===== src/rtl/dzcpu_uop_sequencer_pkg.sv =====
// Shared micro-op encoding for the dzcpu sequencer and its microcode ROM:
// flow-control codes, operation codes, field slices and sequencer states.
package dzcpu_uop_sequencer_pkg;

  // micro-op word layout: [12:9] flow control, [8:4] operation, [3:0] operand
  localparam int UOP_FLOW_HI = 12;
  localparam int UOP_FLOW_LO = 9;
  localparam int UOP_OP_HI   = 8;
  localparam int UOP_OP_LO   = 4;
  localparam int UOP_ARG_HI  = 3;
  localparam int UOP_ARG_LO  = 0;

  localparam logic [3:0] FLOW_OP          = 4'd0;
  localparam logic [3:0] FLOW_INC         = 4'd1;
  localparam logic [3:0] FLOW_EOF         = 4'd2;
  localparam logic [3:0] FLOW_INC_EOF     = 4'd3;
  localparam logic [3:0] FLOW_EOF_FU      = 4'd4;
  localparam logic [3:0] FLOW_INC_EOF_FU  = 4'd5;
  localparam logic [3:0] FLOW_INC_EOF_Z   = 4'd6;
  localparam logic [3:0] FLOW_INC_EOF_NZ  = 4'd7;
  localparam logic [3:0] FLOW_UPD_FLAGS   = 4'd8;
  localparam logic [3:0] FLOW_NOP         = 4'd9;

  localparam logic [4:0] UOP_NOP  = 5'd0;
  localparam logic [4:0] UOP_LD   = 5'd1;
  localparam logic [4:0] UOP_ALU  = 5'd2;
  localparam logic [4:0] UOP_BIT  = 5'd3;
  localparam logic [4:0] UOP_PUSH = 5'd4;
  localparam logic [4:0] UOP_JMP  = 5'd5;
  localparam logic [4:0] UOP_JCB  = 5'd31;

  typedef enum logic [1:0] {
    S_FETCH    = 2'd0,
    S_LOOKUP   = 2'd1,
    S_CBLOOKUP = 2'd2,
    S_EXEC     = 2'd3
  } useq_state_e;

  function automatic logic [12:0] mk_uop(input logic [3:0] flow,
                                         input logic [4:0] op,
                                         input logic [3:0] arg);
    return {flow, op, arg};
  endfunction

endpackage


===== src/rtl/dzcpu_uop_sequencer.sv =====
// dzcpu micro-sequencer: latches opcodes, resolves flows via external LUTs and
// walks the microcode ROM one micro-op per cycle. Optional DZCPU_USEQ_WATCHDOG_EN.
module dzcpu_uop_sequencer
  import dzcpu_uop_sequencer_pkg::*;
#(
  parameter int UPC_W    = 8,
  parameter int UOP_W    = 13,
  parameter int WDOG_MAX = 64
) (
  input  logic             iClock,
  input  logic             iReset,
  input  logic [7:0]       iMemData,
  input  logic             iMopValid,
  input  logic             iStall,
  input  logic             iFlagZ,
  output logic [7:0]       oMop,
  output logic [7:0]       oCbMop,
  input  logic [UPC_W-1:0] iFlowIdx,
  input  logic [UPC_W-1:0] iCbFlowIdx,
  output logic [UPC_W-1:0] oUopAddr,
  input  logic [UOP_W-1:0] iUop,
  output logic [UOP_W-1:0] oUop,
  output logic             oUopValid,
  output logic             oPcInc,
  output logic             oFlagsUpd,
  output logic             oFetchReq,
  output logic             oError
);

  useq_state_e      state;
  logic [UPC_W-1:0] upc;

  logic [3:0] flow;
  logic [4:0] op;
  logic       dec_valid, dec_pcinc, dec_fu, dec_err, dec_eof, dec_jcb;
  logic       exec_go;
  logic       wdog_trip;

  assign oUopAddr = upc;
  assign exec_go  = (state == S_EXEC) && !iStall;

  // Flow-control decode of the ROM word currently addressed by the micro-PC
  always_comb begin
    flow      = iUop[UOP_FLOW_HI:UOP_FLOW_LO];
    op        = iUop[UOP_OP_HI:UOP_OP_LO];
    dec_valid = 1'b1;
    dec_pcinc = 1'b0;
    dec_fu    = 1'b0;
    dec_err   = 1'b0;
    dec_eof   = 1'b0;
    case (flow)
      FLOW_OP, FLOW_NOP: ;
      FLOW_INC:         dec_pcinc = 1'b1;
      FLOW_EOF:         dec_eof   = 1'b1;
      FLOW_INC_EOF:     begin dec_pcinc = 1'b1; dec_eof = 1'b1; end
      FLOW_EOF_FU:      begin dec_fu    = 1'b1; dec_eof = 1'b1; end
      FLOW_INC_EOF_FU:  begin dec_pcinc = 1'b1; dec_fu = 1'b1; dec_eof = 1'b1; end
      FLOW_INC_EOF_Z: begin
        dec_pcinc = 1'b1;
        if (iFlagZ) begin dec_eof = 1'b1; dec_valid = 1'b0; end
      end
      FLOW_INC_EOF_NZ: begin
        dec_pcinc = 1'b1;
        if (!iFlagZ) begin dec_eof = 1'b1; dec_valid = 1'b0; end
      end
      FLOW_UPD_FLAGS:   dec_fu = 1'b1;
      default: begin dec_eof = 1'b1; dec_err = 1'b1; dec_valid = 1'b0; end
    endcase
    dec_jcb = dec_valid && (op == UOP_JCB);
  end

`ifdef DZCPU_USEQ_WATCHDOG_EN
  localparam int WDOG_W = $clog2(WDOG_MAX + 1);
  logic [WDOG_W-1:0] wdog_cnt;

  // A CB redirect is not a runaway flow; its counter restarts in S_CBLOOKUP
  assign wdog_trip = exec_go && dec_valid && !dec_eof && !dec_jcb &&
                     (wdog_cnt == WDOG_W'(WDOG_MAX - 1));

  always_ff @(posedge iClock) begin
    if (iReset)
      wdog_cnt <= '0;
    else if (state == S_LOOKUP || state == S_CBLOOKUP)
      wdog_cnt <= '0;
    else if (exec_go && dec_valid)
      wdog_cnt <= wdog_cnt + WDOG_W'(1);
  end
`else
  assign wdog_trip = 1'b0;
`endif

  always_ff @(posedge iClock) begin
    if (iReset) begin
      state     <= S_FETCH;
      upc       <= '0;
      oMop      <= '0;
      oCbMop    <= '0;
      oUop      <= '0;
      oUopValid <= 1'b0;
      oPcInc    <= 1'b0;
      oFlagsUpd <= 1'b0;
      oFetchReq <= 1'b0;
      oError    <= 1'b0;
    end else begin
      oUopValid <= 1'b0;
      oPcInc    <= 1'b0;
      oFlagsUpd <= 1'b0;
      oError    <= 1'b0;
      case (state)
        S_FETCH: begin
          if (oFetchReq && iMopValid) begin
            oMop      <= iMemData;
            oFetchReq <= 1'b0;
            state     <= S_LOOKUP;
          end else begin
            oFetchReq <= 1'b1;
          end
        end
        S_LOOKUP: begin
          upc   <= iFlowIdx;
          state <= S_EXEC;
        end
        S_CBLOOKUP: begin
          if (!iStall) begin
            upc   <= iCbFlowIdx;
            state <= S_EXEC;
          end
        end
        S_EXEC: begin
          if (!iStall) begin
            oUop      <= iUop;
            oUopValid <= dec_valid;
            oPcInc    <= dec_pcinc;
            oFlagsUpd <= dec_fu;
            oError    <= dec_err | wdog_trip;
            upc       <= upc + UPC_W'(1);
            if (dec_jcb) begin
              oCbMop <= iMemData;
              state  <= S_CBLOOKUP;
            end else if (dec_eof || wdog_trip) begin
              oFetchReq <= 1'b1;
              state     <= S_FETCH;
            end
          end
        end
        default: state <= S_FETCH;
      endcase
    end
  end

endmodule


===== config.mk =====
export PLATFORM = sky130hd
export DESIGN_NAME = dzcpu_uop_sequencer
export DESIGN_NICKNAME = d
export VERILOG_FILES = /design/src/rtl/dzcpu_uop_sequencer_pkg.sv /design/src/rtl/dzcpu_uop_sequencer.sv
export SDC_FILE = /design/constraint.sdc
export NUM_CORES = 1
export LEC_CHECK = 0
export BUFFER_PORTS_ARGS = -buffer_cell sky130_fd_sc_hd__buf_2
export CAP_MARGIN = 20
export CORE_MARGIN = 2
export CORE_UTILIZATION = 45
export DETAILED_ROUTE_END_ITERATION = 8
export GPL_ROUTABILITY_DRIVEN = 1
export PLACE_DENSITY = 0.77
export SYNTH_ARGS = -nofsm -noshare
export SYNTH_HDL_FRONTEND = slang
export SYNTH_SLANG_ARGS = --single-unit

===== constraint.sdc =====
create_clock -name iClock -period 2.62 [get_ports iClock]
set_input_delay 0.524 -clock iClock [delete_from_list [all_inputs] [get_ports iClock]]
set_output_delay 0.524 -clock iClock [all_outputs]
set_load 0.01 [all_outputs]

Word level (Yosys, flattened, before mapping) --
Index checks and enable logic that the tools add are counted.
Storage, ports and cells: register bits after elaboration 44, bits of input ports 42, output and inout bits 42, word-level logic and storage cells 71
Operators by class: add/subtract/negate cells 1, equal/unequal tests 19, multiplexer cells 21, bitwise logic cells 2, reduce and logical (&&, ||, !) cells 18
Operators by type and width (number):
- $pmux 8 s3 | 1
- $eq 4x3->1 const B | 4
- $mux 8 | 2
- $mux 2 | 5
- $ne 2x2->1 const B | 5
- $reduce_or 10->1 | 1
- $mux 1 | 9
- $add 8x1->8 const B | 1
- $eq 4x2->1 const B | 2
- $eq 4x4->1 const B | 2
- $pmux 2 s4 | 1
- $reduce_and 4->1 | 2
- $reduce_or 8->1 | 1
- $pmux 1 s3 | 2
- $reduce_and 3->1 | 2
- $reduce_or 3->1 | 2
- $eq 5x5->1 const B | 1
- $reduce_or 5->1 | 1
- $eq 2x2->1 const B | 2
- $eq 4x1->1 const B | 1
- $logic_not 4->1 | 1
- $reduce_and 2->1 | 2
- $reduce_or 4->1 | 1
- $ne 3x3->1 const B | 1
- other kinds (7) | 9

Logic depth before layout (Yosys ltp) --
depth after elaboration 7, mapped depth 6, mapped depth without buffers 6

Least setup slack after synthesis --
OpenSTA, ideal clock, no wires.
path kind in2reg, start input iUop[9], end register state[1], arrival 1.426 ns, data required time 2.550 ns, setup slack 1.124 ns, stages on the path 5, buffers on the path 1, cells stage by stage xnor2_1 -> o2111a_1 -> buf_4 -> o211ai_1 -> o2bb2ai_1
On the way: cells in the longest elaborated chain, start to end 7, elaborated cells between the ends (all ways) 20
RTL lines:
- from (decl) | line dzcpu_uop_sequencer.sv:21 | input logic [UOP_W-1:0] iUop,
- $eq 4x4->1 (tied with other cells) | line dzcpu_uop_sequencer.sv:51 | case (flow)
- $reduce_or 8->1 (no line)
- $pmux 1 s3 | line dzcpu_uop_sequencer.sv:51
- $logic_and 1x1->1 | line dzcpu_uop_sequencer.sv:69 | dec_jcb = dec_valid && (op == UOP_JCB);
- $mux 2 | line dzcpu_uop_sequencer.sv:137 | if (dec_jcb) begin
- $mux 2 | line dzcpu_uop_sequencer.sv:130 | if (!iStall) begin
- $pmux 2 s4 | line dzcpu_uop_sequencer.sv:109 | case (state)
- to (signal assigned) | line dzcpu_uop_sequencer.sv:114 | state <= S_LOOKUP;
- to (signal assigned) | line dzcpu_uop_sequencer.sv:139 | state <= S_CBLOOKUP;
- to (signal assigned) | line dzcpu_uop_sequencer.sv:142 | state <= S_FETCH;
- to (decl) | line dzcpu_uop_sequencer.sv:30 | useq_state_e state;
Several ways; a longest one is shown, not always the timed one. The select of a mux whose other input is x is not followed. A chain may end at the register's enable or synchronous reset.

Worst setup path in the final report --
start register state[1], end register oFetchReq
On the way: cells in the longest elaborated chain, start to end 3, elaborated cells between the ends (all ways) 8
RTL lines:
- from (signal assigned) | line dzcpu_uop_sequencer.sv:94 | state <= S_FETCH;
- from (signal assigned) | line dzcpu_uop_sequencer.sv:114
- from (signal assigned) | line dzcpu_uop_sequencer.sv:121 | state <= S_EXEC;
- $eq 2x2->1 / $logic_not 2->1 (equally long branches) | line dzcpu_uop_sequencer.sv:109
- $ne 2x2->1 (no line) / $reduce_bool 2->1 (equally long branches)
- $reduce_and 4->1 (no line)
- to (signal assigned) | line dzcpu_uop_sequencer.sv:102 | oFetchReq <= 1'b0;
- to (signal assigned) | line dzcpu_uop_sequencer.sv:113 | oFetchReq <= 1'b0;
- to (signal assigned) | line dzcpu_uop_sequencer.sv:116 | oFetchReq <= 1'b1;
- to (decl) | line dzcpu_uop_sequencer.sv:26 | output logic oFetchReq,
Several ways; a longest one is shown, not always the timed one.

==> metrics.txt <==
P per Cell Area 600 mW/mm²; Initial Utilization 46.2%; CTS tree done; WP data required 2.84 ns; post-layout min period 1.81 ns; total CTS buffers 5; max cap viols 0; DR pass1 iterations 7; share of the cycle needed by the critical path after routing 69.0%; largest net degree at the start of global routing 34; global-route wire length before repair 8130 µm; CTS H-tree depth 2; Avg Vias per Cell 5.32; synthesized cell area 0.00198 mm²; Synth Net Count 287; Iteration-0 DRC Markers 163; Synth-to-Final Area Change 29.3%; share of the synthesized area in the top cell type 44.4%; DIE AREA 0.00495 mm²; Overflow after GRT 0; LEAKAGE 0.00119 µW; CTS sink count 44; Nets 369; io pins 84; root buffer cell clkbuf_8; Wirelength per Cell 13.1 µm; Total Neg Setup Slack 0 ns; Arr. time, crit path 2.02 ns; Final setup violation count 0; Post-Syn Instances 239; worst skew pair latency 0.30 ns; Min-Delay Path Class input port to register; drc violations 0; Detailed Place HPWL 3540 µm; Post-CTS Setup Inserts 0; Seq cells post-synth 44; Synth area leaders dfxtp_1, a21oi_1, nand2_1; number of enable flip-flop cells after synthesis 0; All-Layer GR Usage 20.4%; top_reg_cell synth dfxtp_1; slew margin rel. 58.8%; post-synthesis area per instance 8.29 µm²; antenna cell count 0; width of the die 70.4 µm; fillcell total 408; Max VDD drop 367 µV; Worst Path Max Fanout 22; Setup crit start kind register; PortBufs 83; num rows 24; Yosys warnings 0; Worst-path clk slew 0.08 ns; CTS max path bufs 2; Placer Congestion 0.875; share of layout cells above drive strength 1 30.4%; ys async rst share 0%; Core ar. 0.00429 mm²; status finished clean; Final Hold Slack 0.450 ns; Critical Path End Type register; fin. max-slew vios 0; initial antenna violation count 0; RSZ-0062 raised after global routing false; via count 1988; Max Fclk 553 MHz; vias in the first global route 1911; post-CTS sizing 0; # hold bufs at CTS 0; clk_skew 0.00765 ns; post-synth cell types 40; Seq/Total Area, Yosys 44.4%; Die Y 70.4 µm; area leader, netlist dfxtp_1; Post-Route WL 4910 µm; DRT antenna net count 0; worst-margin pin slew 0.618 ns; critical path class register to register; Hold Vio Cnt, Final 0
## sequential cells by signal, summed over array words and instances (netlist names)
signal / flops
oCbMop: 8
oError: 1
oFetchReq: 1
oFlagsUpd: 1
oMop: 8
oPcInc: 1
oUop: 13
oUopAddr: 8
oUopValid: 1
state: 2
## Yosys cell counts (2+ instances only)
cell type and count:
dfxtp_1 44, a21oi_1 34, nand2_1 31, nor2_1 24, o21ai_0 19, nand3_1 10
clkbuf_1 9, mux2i_1 9, ha_1 6, a211oi_1 3, a21o_1 3, a22o_1 3
a31oi_1 3, nor2b_1 3, nor3_1 3, a22oi_1 2, a311oi_1 2, and2_1 2
and3_1 2, buf_2 2, inv_1 2, nand2b_1 2, nor3b_1 2, nor4_1 2
o21ai_1 2
## placed cells by master (no fill, tap or decap), drive strengths merged, types with 3 or more instances in the layout
cell	synthesis	routed
a211oi	4	4
a21o	3	3
a21oi	34	34
a22o	3	3
a31oi	3	3
buf	3	87
clkbuf	9	6
dfxtp	44	44
ha	6	6
inv	3	3
mux2i	9	9
nand2	31	31
nand3	10	10
nor2	24	24
nor2b	3	3
nor3	3	3
o21ai	21	21
## stage by stage
stage	power (µW)	util [%]	setup WS [ns]	instance area (µm²)	instances
floorplan	905	-	1.12	1980	239
global placement	1000	56.8	0.672	2440	366
detailed placement	1010	56.8	0.631	2440	366
CTS	1550	59.7	0.820	2560	374
global route	1610	59.7	0.645	2560	374
finish	1540	59.7	0.813	2560	374
## layout make-up
cell class / count / area (µm²) / area share (%)
inverters: 3 / 11.3 / 0.439
clock inverters: 2 / 38.8 / 1.51
repair buffers: 87 / 445 / 17.4
multi-input cells: 180 / 1040 / 40.5
flip-flops and latches: 44 / 881 / 34.4
well taps: 52 / 65.1 / 2.54
clock buffers: 6 / 82.6 / 3.22
## cells by family (layout without fill, tap and decap cells)
family / Yosys count / after routing / synth area share (%)
fa+ha+maj: 6 / 6 / 3.79
flops: 44 / 44 / 44.4
buf+inv: 15 / 98 / 3.16
simple gates: 84 / 84 / 19.1
compound gates: 80 / 80 / 24.5
xor+xnor: 1 / 1 / 0.442
mux: 9 / 9 / 4.55
## where the power goes
part | internal [µW] | switching (µW)
registers | 702 | 33.3
clock network | 312 | 234
logic | 111 | 145
total | 1130 | 412
## metal layers
metal | track usage [%] | wire [µm]
met5 | 0 | 0
met4 | 7.48 | 91
met3 | 6.93 | 284
met2 | 33.4 | 2340
met1 | 24.7 | 2200
## path summary, 6_finish.rpt
kind              startpoint        end  slack [ns]  cells after the start
hold / removal     iMopValid  oFetchReq        0.45                      2
setup reg to reg    state[1]  oFetchReq        0.81                      6
setup / recovery    state[1]  oFetchReq        0.81                      6
hold reg to reg      oUop[7]    oUop[7]        0.45                      2
## worst max-delay path, stage by stage (launching register included)
cell and delay (ns):
dfxtp_1 0.45, ha_1 0.37, inv_2 0.15, nor2_1 0.13, buf_4 0.26, a311oi_1 0.12
a311oi_1 0.24
Power figures use the tool's default switching activity.
